$ cat src/rtl/sum_accum_stage.sv
// Frame accumulator behind the adder stage: sums COUNT unsigned samples (or fewer on flush)
// and holds one registered result until taken. Define SUM_ACCUM_SAT_EN to saturate instead of wrap.
module sum_accum_stage #(
   parameter int WIDTH = 8,
   parameter int ACC_W = 9,
   parameter int COUNT = 4
) (
   input  logic                       clk,
   input  logic                       rst,
   input  logic                       IN_valid,
   output logic                       IN_ready,
   input  logic [WIDTH-1:0]           IN_sum,
   input  logic                       IN_flush,
   output logic                       OUT_valid,
   input  logic                       OUT_ready,
   output logic [ACC_W-1:0]           OUT_acc,
   output logic [$clog2(COUNT+1)-1:0] OUT_count,
   output logic                       OUT_ovf
);

   localparam int CNT_W = $clog2(COUNT+1);
   localparam logic [CNT_W-1:0] CNT_ONE  = CNT_W'(1);
   localparam logic [CNT_W-1:0] CNT_LAST = CNT_W'(COUNT);

   typedef enum logic [1:0] {
      S_IDLE  = 2'd0,
      S_ACCUM = 2'd1,
      S_EMIT  = 2'd2
   } state_t;

   state_t             state_q, state_d;
   logic [ACC_W-1:0]   acc_q, acc_d;
   logic [CNT_W-1:0]   cnt_q, cnt_d;
   logic               ovf_q, ovf_d;
   logic               emit_d;
   logic               accept;
   logic [ACC_W:0]     add_res;
   logic               out_valid_q;
   logic [ACC_W-1:0]   out_acc_q;
   logic [CNT_W-1:0]   out_count_q;
   logic               out_ovf_q;

   // Returns {carry, new_acc}; once the frame carries, a saturating build pins the sum at full scale,
   // and any later non-zero sample carries again, so saturation is sticky without extra state.
   function automatic logic [ACC_W:0] acc_add(input logic [ACC_W-1:0] a,
                                              input logic [WIDTH-1:0] s);
      logic [ACC_W:0] sum;
      sum = (ACC_W+1)'(a) + (ACC_W+1)'(s);
`ifdef SUM_ACCUM_SAT_EN
      if (sum[ACC_W]) begin
         sum[ACC_W-1:0] = '1;
      end
`endif
      return sum;
   endfunction

   assign IN_ready = (state_q != S_EMIT);
   assign accept   = IN_valid && IN_ready;
   assign add_res  = acc_add(acc_q, IN_sum);

   always_comb begin
      state_d = state_q;
      acc_d   = acc_q;
      cnt_d   = cnt_q;
      ovf_d   = ovf_q;
      emit_d  = 1'b0;
      case (state_q)
         S_IDLE: begin
            if (accept) begin
               acc_d = ACC_W'(IN_sum);
               cnt_d = CNT_ONE;
               ovf_d = 1'b0;
               if (COUNT == 1) begin
                  state_d = S_EMIT;
                  emit_d  = 1'b1;
               end else begin
                  state_d = S_ACCUM;
               end
            end
         end
         S_ACCUM: begin
            if (accept) begin
               acc_d = add_res[ACC_W-1:0];
               cnt_d = cnt_q + CNT_ONE;
               ovf_d = ovf_q | add_res[ACC_W];
            end
            if ((accept && (cnt_d == CNT_LAST)) || IN_flush) begin
               state_d = S_EMIT;
               emit_d  = 1'b1;
            end
         end
         S_EMIT: begin
            if (OUT_ready) begin
               state_d = S_IDLE;
            end
         end
         default: state_d = S_IDLE;
      endcase
   end

   // Result register: loaded on the edge that closes a frame, frozen until the handshake.
   always_ff @(posedge clk or posedge rst) begin
      if (rst) begin
         state_q     <= S_IDLE;
         acc_q       <= '0;
         cnt_q       <= '0;
         ovf_q       <= 1'b0;
         out_valid_q <= 1'b0;
         out_acc_q   <= '0;
         out_count_q <= '0;
         out_ovf_q   <= 1'b0;
      end else begin
         state_q <= state_d;
         acc_q   <= acc_d;
         cnt_q   <= cnt_d;
         ovf_q   <= ovf_d;
         if (emit_d) begin
            out_valid_q <= 1'b1;
            out_acc_q   <= acc_d;
            out_count_q <= cnt_d;
            out_ovf_q   <= ovf_d;
         end else if ((state_q == S_EMIT) && OUT_ready) begin
            out_valid_q <= 1'b0;
         end
      end
   end

   assign OUT_valid = out_valid_q;
   assign OUT_acc   = out_acc_q;
   assign OUT_count = out_count_q;
   assign OUT_ovf   = out_ovf_q;

endmodule

$ cat config.mk
export PLATFORM = sky130hd
export DESIGN_NAME = sum_accum_stage
export DESIGN_NICKNAME = d
export VERILOG_FILES = /design/src/rtl/sum_accum_stage.sv
export SDC_FILE = /design/constraint.sdc
export NUM_CORES = 1
export LEC_CHECK = 0
export ABC_AREA = 1
export CORE_UTILIZATION = 32
export DETAILED_ROUTE_END_ITERATION = 8
export GPL_TIMING_DRIVEN = 1
export PLACE_DENSITY = 0.63
export SLEW_MARGIN = 20
export SYNTH_ARGS = -nofsm -noshare
export SYNTH_HDL_FRONTEND = slang
export SYNTH_SLANG_ARGS = --single-unit
$ cat constraint.sdc
create_clock -name clk -period 2.3 [get_ports clk]
set_input_delay 0.23 -clock clk [delete_from_list [all_inputs] [get_ports clk]]
set_output_delay 0.23 -clock clk [all_outputs]
set_load 0.1 [all_outputs]
==> run metrics <==
CP Launch Type flip-flop; GRT Overall Usage 15.61%; crit end category flip-flop; # port buffers 27; via count around 1.6k; final net count about 300; first-pass GRT wire length a little over 7000 µm; share of flip-flops with an asynchronous set or reset 100.0%; Max Fclk roughly 480 MHz; WP data arrival approximately 2300 ps; RSZ-0062 raised after global routing false; htree depth 2; Synth area leader dfrtp_1; Fill cells 553; critical path type flip-flop to flip-flop; Initial Utilization 34.16%; clock insertion delay at the later pin of the skew report 280 ps; fin crit share 90.22%; Post-CTS Setup Inserts 0; synth top area cells dfrtp_1, nand2_1, ha_1; worst path cell trace nand2_4 > nand2_4 > ha_1 > or2_2 > o21ai_4 > nand2_4 > inv_6 > nor2_1 > a31oi_1; Max transition margin between 70 and 80%; gpl congestion around 0.77; slowest CP cell dfrtp_1; mapped cell area 1800 µm²; Avg Inst Size Synth ~7.4 µm²; number of buffers created by CTS 5; Final setup viols 0; register area share after synthesis between 40% and 50%; Post-Route Skew 9.322 ps; Max Cap Viol 0; synthesis-stage register bit count 29; Fin. Hold Viols 0; vias in the first global route ~1.6k; Synth top area share 40.31%; layout cells sized above 1 14.03%; initial antenna violation count 0; crit-path max FO 16; worst path bufs/invs 1; Worst EP required 2500 ps; hold_ws slightly above 300 ps; most frequent CP cell nand2_4; CTS tree yes; Synth warnings 0; Overflow after GRT 0; initial DRC count 83; Clock transition at path regs around 70 ps; Root Driver clkbuf_8; Final Max Tran Viols 0; largest net degree at the start of global routing 30; DR pass1 iterations 4; Die X between 70 and 80 µm; CTS Hold Bufs 0; CTS max path bufs 2; HP Class input pin to asynchronous set/reset pin; floorplan core area around 5300 µm²; most common cell in the netlist nand2_1; CTS sink count 29; delay-heaviest family, CP simple AND/OR/NAND/NOR gates; WL per Instance around 12 µm; DRC viols 0; die footprint 5931 µm²; post-CTS resize count 0; ys flop type dfrtp_1; Synth Instances approximately 240; I/O pin cnt 28; Slew @ Worst Pin approximately 380 ps; DPL Wire Length just under 3000 µm; number of synthesized flops with an enable pin 0; Layout area overhead 21.82%; die height approximately 77 µm; DRT Wirelength 4102 µm; Total Neg Setup Slack 0 ps; vias per inst about 4.6; status finished, final reports clean; number of inserted diodes 0; Placement Cell Area about 2100 µm²; ANT nets after route 0; slowest stage delay, CP roughly 500 ps; Post-synth top cells nand2_1, dfrtp_1, inv_1, nand3_1, o21ai_0; FP Rows 26; unique cell type count in the Yosys netlist 29; Tmin final about 2100 ps; syn_nets about 270; Design Area, Final 2193 µm²
[logic make-up (layout without fill, tap and decap cells)]
group / count (synthesis) / after routing / synth area share [%]
and+or+nand+nor: 140 / 140 / 32.87
buffers and inverters: 38 / 72 / 9.659
DFF: 29 / 29 / 40.31
AOI/OAI and AO/OA: 24 / 24 / 8.131
adders and majority gates: 11 / 11 / 8.061
xor gates and xnor gates: 2 / 2 / 0.9731
[path summary, 6_finish.rpt]
kind                                                 end  depth (start not counted)                    from  slack [ps]
worst max register to register       OUT_ovf$_DFFE_PP0P_                          9  state_q[1]$_DFFE_PP0P_         220
min in group clk                         ovf_q$_DFF_PP0_                          2         ovf_q$_DFF_PP0_         470
worst max-delay path                 OUT_ovf$_DFFE_PP0P_                          9  state_q[1]$_DFFE_PP0P_         220
worst min-delay path            OUT_count[0]$_DFFE_PP0P_                          3                     rst         310
max in group asynchronous            OUT_ovf$_DFFE_PP0P_                          3                     rst        1700
worst min register to register           ovf_q$_DFF_PP0_                          2         ovf_q$_DFF_PP0_         470
[sequential cells by signal, indices dropped and copies added, names as in the netlist]
name / flops
OUT_acc: 9
ovf_q: 1
acc_q: 9
state_q: 2
OUT_count: 3
cnt_q: 3
OUT_ovf: 1
OUT_valid: 1
[cells in the final DEF (no fill, tap or decap), drive strengths merged]
cell type,n
clkinv,3
nand4,3
clkinvlp,1
nand2,110
a32o,1
nand3b,1
nor2,8
clkbuf,5
a21oi,5
o221ai,1
clkdlybuf4s50,12
fa,1
a31oi,3
ha,10
inv,32
o211ai,1
o21ai,13
nand3,16
or2,2
dfrtp,29
buf,19
xor2,2
[tightest hold or removal path, cell delays in order]
cell and delay [ps]:
clkdlybuf4s50_1 390, inv_1 50, buf_4 350
[through the flow]
step                utilization, %  setup slack, ps  std cells
CTS                          41.62            215.8        348
finish                       41.62            224.9        348
global placement             39.98            75.74        340
detailed placement           39.98            46.00        340
floorplan                        -            183.7        244
global route                 41.62            123.2        348
[layer usage]
metal	wire [µm]	up-vias	GRT usage, %
met2	1891	34	26.43
met1	1925	714	18.12
met3	187	10	3.929
met4	97	0	8.113
met5	0	-	0
li1	-	832	-
[layout make-up]
cell class,count,area (µm²),share of cell area [%]
Multi-Input combinational cell,177,900.9,41.07
Clock inverter,3,17.52,0.7986
Sequential cell,29,725.7,33.09
Tap cell,70,87.58,3.993
Timing Repair Buffer,31,262.8,11.98
Inverter,33,130.1,5.933
Clock buffer,5,68.82,3.137
Power is left out: the tool's default activity adds up to more than one toggle a clock period on the data nets, which glitch-free logic cannot reach.
